## src/rtl/clint_mh_if.sv

```systemverilog
// Register access port for clint_mh: single-cycle word-addressed bus.
//   en       access strobe (read when !we, write when we)
//   we       write enable, qualified by en
//   addr     word address
//   data_in  write data
//   data_out registered read data, valid the cycle after a read
interface clint_mh_if #(
    parameter int unsigned ADDR_W = 14
);
    logic              en;
    logic              we;
    logic [ADDR_W-1:0] addr;
    logic [31:0]       data_in;
    logic [31:0]       data_out;

    modport master (
        output en,
        output we,
        output addr,
        output data_in,
        input  data_out
    );

    modport slave (
        input  en,
        input  we,
        input  addr,
        input  data_in,
        output data_out
    );
endinterface

```

## src/rtl/clint_mh.sv

```systemverilog
// Multi-hart core-local interruptor: shared prescaled 64-bit mtime, per-hart
// mtimecmp/msip, per-hart timer and software interrupt lines.
// Ports:
//   clk, rst   clock, synchronous active-high reset
//   bus        clint_mh_if.slave register port (en/we/addr/data_in/data_out)
//   tmr_irq    per-hart timer interrupt, registered mtime >= mtimecmp[h]
//   sft_irq    per-hart software interrupt, straight from msip[h]
// Optional feature: CLINT_MTIME_SNAPSHOT_EN adds a shadow of mtime high that is
// latched on every mtime low read and returned by mtime high reads.
module clint_mh #(
    parameter int unsigned N_HARTS  = 1,
    parameter int unsigned TICK_DIV = 100_000,
    parameter int unsigned ADDR_W   = 14
) (
    input  logic               clk,
    input  logic               rst,
    clint_mh_if.slave          bus,
    output logic [N_HARTS-1:0] tmr_irq,
    output logic [N_HARTS-1:0] sft_irq
);

    localparam int unsigned PW     = (TICK_DIV > 1) ? $clog2(TICK_DIV) : 1;
    localparam logic [PW-1:0] PMAX = PW'(TICK_DIV - 1);
    localparam logic [31:0] A_CMP  = 32'h0000_1000;
    localparam logic [31:0] A_MTL  = 32'h0000_2FFE;
    localparam logic [31:0] A_MTH  = 32'h0000_2FFF;

    logic [PW-1:0]      presc;
    logic               tick;
    logic [31:0]        mtime_lo;
    logic [31:0]        mtime_hi;
    logic [63:0]        mtimecmp [N_HARTS];
    logic [N_HARTS-1:0] msip;
    logic [31:0]        a;
    logic               wr;
    logic               rd;
    logic [N_HARTS-1:0] msip_sel;
    logic [N_HARTS-1:0] cmp_lo_sel;
    logic [N_HARTS-1:0] cmp_hi_sel;
    logic               mtl_wr;
    logic               mth_wr;
    logic               carry;
    logic [31:0]        hi_rd_val;
    logic [31:0]        rdata;

`ifdef CLINT_MTIME_SNAPSHOT_EN
    logic [31:0]        mtime_hi_shadow;
`endif

    assign a      = 32'(bus.addr);
    assign wr     = bus.en & bus.we;
    assign rd     = bus.en & ~bus.we;
    assign tick   = (presc == PMAX);
    assign mtl_wr = wr && (a == A_MTL);
    assign mth_wr = wr && (a == A_MTH);
    // A low write replaces the value that would have carried
    assign carry  = tick && (mtime_lo == 32'hFFFF_FFFF) && !mtl_wr;

    assign sft_irq = msip;

`ifdef CLINT_MTIME_SNAPSHOT_EN
    assign hi_rd_val = mtime_hi_shadow;
`else
    assign hi_rd_val = mtime_hi;
`endif

    // Per-hart address decode; indices >= N_HARTS never match
    always_comb begin
        msip_sel   = '0;
        cmp_lo_sel = '0;
        cmp_hi_sel = '0;
        for (int unsigned h = 0; h < N_HARTS; h++) begin
            msip_sel[h]   = (a == 32'(h));
            cmp_lo_sel[h] = (a == A_CMP + 32'(2 * h));
            cmp_hi_sel[h] = (a == A_CMP + 32'(2 * h + 1));
        end
    end

    // Read mux over live register values
    always_comb begin
        rdata = '0;
        if (a == A_MTL) rdata = mtime_lo;
        if (a == A_MTH) rdata = hi_rd_val;
        for (int unsigned h = 0; h < N_HARTS; h++) begin
            if (msip_sel[h])   rdata = {31'b0, msip[h]};
            if (cmp_lo_sel[h]) rdata = mtimecmp[h][31:0];
            if (cmp_hi_sel[h]) rdata = mtimecmp[h][63:32];
        end
    end

    // Prescaler; free-running, unaffected by mtime writes
    always_ff @(posedge clk) begin
        if (rst)       presc <= '0;
        else if (tick) presc <= '0;
        else           presc <= presc + PW'(1);
    end

    // mtime: writes win over the tick, a high write drops the low carry
    always_ff @(posedge clk) begin
        if (rst) begin
            mtime_lo <= '0;
            mtime_hi <= '0;
        end else begin
            if (mtl_wr)    mtime_lo <= bus.data_in;
            else if (tick) mtime_lo <= mtime_lo + 32'd1;

            if (mth_wr)     mtime_hi <= bus.data_in;
            else if (carry) mtime_hi <= mtime_hi + 32'd1;
        end
    end

    // Per-hart registers and timer compare
    always_ff @(posedge clk) begin
        if (rst) begin
            msip    <= '0;
            tmr_irq <= '0;
            for (int unsigned h = 0; h < N_HARTS; h++) mtimecmp[h] <= '1;
        end else begin
            for (int unsigned h = 0; h < N_HARTS; h++) begin
                if (wr && msip_sel[h])   msip[h] <= bus.data_in[0];
                if (wr && cmp_lo_sel[h]) mtimecmp[h][31:0]  <= bus.data_in;
                if (wr && cmp_hi_sel[h]) mtimecmp[h][63:32] <= bus.data_in;
                tmr_irq[h] <= ({mtime_hi, mtime_lo} >= mtimecmp[h]);
            end
        end
    end

    // Registered read data, held between reads
    always_ff @(posedge clk) begin
        if (rst)     bus.data_out <= '0;
        else if (rd) bus.data_out <= rdata;
    end

`ifdef CLINT_MTIME_SNAPSHOT_EN
    // Low read captures high so a low/high pair is carry-coherent
    always_ff @(posedge clk) begin
        if (rst)                   mtime_hi_shadow <= '0;
        else if (rd && a == A_MTL) mtime_hi_shadow <= mtime_hi;
    end
`endif

endmodule

```

## src/flat_wrapper.sv

```systemverilog
// flat-port wrapper written by rule: the top's interface ports become plain ports
module clint_mh_flat 
#(
    parameter int unsigned N_HARTS  = 1,
    parameter int unsigned TICK_DIV = 100_000,
    parameter int unsigned ADDR_W   = 14
)
  (clk, rst, tmr_irq, sft_irq, bus_en, bus_we, bus_addr, bus_data_in, bus_data_out);
  clint_mh_if #(.ADDR_W(ADDR_W)) bus_i ();
  input  logic clk;
  input  logic rst;
  output logic [N_HARTS-1:0] tmr_irq;
  output logic [N_HARTS-1:0] sft_irq;
  input wire logic [$bits(bus_i.en)-1:0] bus_en;
  input wire logic [$bits(bus_i.we)-1:0] bus_we;
  input wire logic [$bits(bus_i.addr)-1:0] bus_addr;
  input wire logic [$bits(bus_i.data_in)-1:0] bus_data_in;
  output wire logic [$bits(bus_i.data_out)-1:0] bus_data_out;
  assign bus_i.en = bus_en;
  assign bus_i.we = bus_we;
  assign bus_i.addr = bus_addr;
  assign bus_i.data_in = bus_data_in;
  assign bus_data_out = bus_i.data_out;
  clint_mh #(.N_HARTS(N_HARTS), .TICK_DIV(TICK_DIV), .ADDR_W(ADDR_W)) u_core (.clk(clk), .rst(rst), .bus(bus_i), .tmr_irq(tmr_irq), .sft_irq(sft_irq));
endmodule
```

## config.mk

```make
export PLATFORM = sky130hd
export DESIGN_NAME = clint_mh_flat
export DESIGN_NICKNAME = d
export VERILOG_FILES = /design/src/rtl/clint_mh_if.sv /design/src/rtl/clint_mh.sv /design/src/flat_wrapper.sv
export SDC_FILE = /design/constraint.sdc
export NUM_CORES = 1
export LEC_CHECK = 0
export ABC_AREA = 1
export BUFFER_PORTS_ARGS = -buffer_cell sky130_fd_sc_hd__clkbuf_2
export CAP_MARGIN = 20
export CORE_MARGIN = 1.5
export CORE_UTILIZATION = 45
export DETAILED_ROUTE_END_ITERATION = 8
export REMOVE_ABC_BUFFERS = 1
export SYNTH_ARGS = -nofsm -noshare
export SYNTH_HDL_FRONTEND = slang
export SYNTH_SLANG_ARGS = --single-unit
```

## constraint.sdc

```tcl
create_clock -name clk -period 3.9 [get_ports clk]
set_clock_uncertainty 0.2 [all_clocks]
set_input_delay 0.585 -clock clk [delete_from_list [all_inputs] [get_ports clk]]
set_output_delay 0.585 -clock clk [all_outputs]
set_load 0.005 [all_outputs]
```

==> results.cfg <==
[clocking]
hold_buffers = 0
cts_root_buf = clkbuf_16
cts_tree = yes
post_cts_buffers = 0
numClockSinks = 179
cts_buffers = 17
htreeDepth = 4
cts.path.max_buffers = 2
cts_resized = 0
cts.clk_slew.worst_paths_ns = 0.07
clk-insertion-delay-late_ns = 0.44

[detailed_routing]
wl_per_cell_um = 18.5
vias = 11700
routed_wl_mm = 40.0
drc = 0
drt_iter0_drc = 1241
drt-vias-per-instance = 5.43
drtPass1Iterations = 5
drtAntennaViolNets = 0

[global_routing]
grt_start_max_net_pins = 63
antenna_found_initial = 0
grt_use_total_pct = 30.0
grt_pass1_wl_mm = 60.6
overflow = 0
grt_use_met2_pct = 47.5
use_met3_pct = 3.47
grt_pass1_vias = 10600
grt_most_used_layer = met2
use_met1_pct = 42.7

[timing]
worst_slew_margin_rel_pct = 47.5
finalSetupViolCount = 0
worst_pin_slew_ns = 0.788
hold_violations = 0
fmaxAchievable_mhz = 368
min_period_ns = 2.71
timing.final.ws_setup_ns = 1.19
fin_crit_sh_pct = 69.6
slew_viol_final = 0
rsz0062_at_grt = no

[layout]
fill_cells = 2689
insertedDiodeCount = 0
fin_util_pct = 50.7
seq_area_um2 = 4220
syn_to_final_growth_pct = 11.3
multi_input_area_um2 = 6360
drive_above_1_share_pct = 8.70
fin_area_um2 = 13100
finalNetCount = 1932

[die]
dieArea_um2 = 27200
chipWidth_um = 165
floorplan.rows = 59
dieHeight_um = 165
initial_utilization_pct = 45.6
coreArea_um2 = 25800
ioPinCount = 84

[setup_path]
required_ns = 4.07
cp.arrival_ns = 2.88
crit_fanout = 31
startpoint_type = register
critical_path.endpoint_type = register
r2r_slack_ns = 1.19
crit_type = reg2reg

[pwr]
p_switching_uw = 979
power_density_nw_per_um2 = 293
p_comb_share_pct = 5.7
p_leak_uw = 0.00576
finalPower_uw = 3840
p_int_uw = 2860
sequentialPowerShare_pct = 51.7
pwr-share-clk_pct = 42.6
peakVddDrop_uv = 200
switching_share_pct = 25.5

[placement]
pre_cts_slack_ns = 0.950
place_area_um2 = 12600
portBuffers = 83
gp_congestion = 0.957
hpwl_mm = 28.7

[worst_hold_path]
hold_path.class = in2reg

[yosys]
synth_xor_area_share_pct = 2.97
yosysWarnings = 0
synth_enable_flop_cells = 64
synth_top_family_by_area = simple AND/OR/NAND/NOR gates
syn_avg_cell_area_um2 = 6.72
ys_async_sr_fraction_pct = 0
ys_ff_latch = 179
synth_fa_ha_area_share_pct = 7.12
syn_inst = 1752
netlist_area_um2 = 11800
seq_area_frac_synth_pct = 35.9
synth_ff_type = dfxtp_1
muxShareOfSynthArea_pct = 0
synth_compound_area_share_pct = 12.4
synth.distinct_cells = 42
synth-simple-area-share_pct = 31.2

[flow_run]
cap_violations = 0

[outcome]
status = finished, final reports clean
## path summary, 6_finish.rpt
check,end,from,cells past startpoint
setup / recovery,u_core.hi_rd_val[25],u_core.mtime_lo[1],10
hold / removal,u_core.sft_irq,bus_data_in[0],3
setup reg to reg,u_core.hi_rd_val[25],u_core.mtime_lo[1],10
hold reg to reg,u_core.presc[0],u_core.presc[0],1
## layer usage
metal / vias up / share of wire, %
met2: 425 / 45
li1: 5793 / -
met4: 0 / 2.3
met1: 5467 / 46
met5: - / 0
met3: 53 / 6.9
## synthesized netlist by cell type (2+ instances only)
master / count / area share [%]
inv_1: 252 / 8.0
nand2_1: 532 / 17
nand3_1: 84 / 3.6
or2_2: 2 / 0.11
clkbuf_2: 6 / 0.25
clkbuf_1: 47 / 1.5
xor2_1: 30 / 2.2
o21a_1: 4 / 0.25
o22ai_1: 11 / 0.58
nor2_2: 2 / 0.11
nand4_1: 50 / 2.7
dfxtp_1: 115 / 20
o211ai_1: 5 / 0.32
nor3_2: 3 / 0.25
o21ai_0: 121 / 5.1
nor4_1: 3 / 0.16
and3_1: 2 / 0.11
buf_2: 7 / 0.30
a31oi_1: 4 / 0.21
ha_1: 67 / 7.1
edfxtp_1: 64 / 16
a21oi_1: 112 / 4.8
buf_1: 2 / 0.064
buf_4: 3 / 0.19
o21bai_1: 2 / 0.13
o21ai_1: 18 / 0.76
nand3b_1: 5 / 0.32
inv_2: 2 / 0.064
nor3_1: 44 / 1.9
xnor2_1: 10 / 0.74
nor2_1: 130 / 4.1
nor3b_1: 3 / 0.19
## placed cells by master (no fill, tap or decap), types with 5 or more instances in the layout
cell,n
nand3_1,84
nand3b_1,5
nor3_1,43
o22ai_1,11
nor2_1,129
nand2_1,532
buf_4,26
dfxtp_1,115
ha_1,67
xor2_1,30
xnor2_1,10
edfxtp_1,64
clkbuf_2,82
nand4_1,50
a21oi_1,112
o21ai_0,120
o211ai_1,5
inv_1,252
clkbuf_16,17
o21ai_1,18
## final cells by class
| class | count | share of cell area [%] |
|---|---|---|
| Tap cell | 335 | 3.20 |
| Clock inverter | 12 | 0.602 |
| Multi-Input combinational cell | 1254 | 48.5 |
| Sequential cell | 179 | 32.2 |
| Clock buffer | 20 | 3.41 |
| Inverter | 254 | 7.28 |
| Timing Repair Buffer | 109 | 4.77 |
## registers in the layout, summed over array words and instances (netlist names)
register	cells
u_core.tmr_irq	1
u_core.sft_irq	1
u_core.mtimecmp	64
u_core.bus.data_out	32
u_core.presc	17
u_core.hi_rd_val	32
u_core.mtime_lo	32
## power by group through the flow
stage / Sequential, µW / Clock, µW / Combinational, µW
after global placement: 2030 / 0 / 215
after global routing: 1990 / 1730 / 243
after detailed placement: 2030 / 0 / 218
after floorplan: 2020 / 0 / 101
final: 1980 / 1640 / 219
after CTS: 1980 / 1650 / 219
## critical path, cell delays in order (launching register included)
cell and delay [ns]:
dfxtp_1 0.42, ha_1 0.23, nand2_1 0.11, nor2_2 0.15, nand2_1 0.13, nor2_1 0.20
nor3b_2 0.22, nand3b_2 0.12, nand2_2 0.57, nand2_1 0.12, a21oi_1 0.17
## through the flow
| step | TNS (ns) | std cells | hold WS, ns |
|---|---|---|---|
| 2_1_floorplan | -8.94 | 1687 | 0.218 |
| 3_3_place_gp | 0 | 2131 | 0.232 |
| 3_5_place_dp | 0 | 2131 | 0.240 |
| 4_1_cts | 0 | 2163 | 0.240 |
| 5_1_grt | 0 | 2163 | 0.248 |
| 6_report | 0 | 2163 | 0.250 |
## cell families (layout without fill, tap and decap cells)
| kind of cell | after synthesis | after routing |
|---|---|---|
| simple gates | 868 | 868 |
| compound gates | 279 | 279 |
| flops | 179 | 179 |
| xor+xnor | 40 | 40 |
| buf+inv | 319 | 395 |
| fa+ha+maj | 67 | 67 |
(Power assumes the default switching activity.)
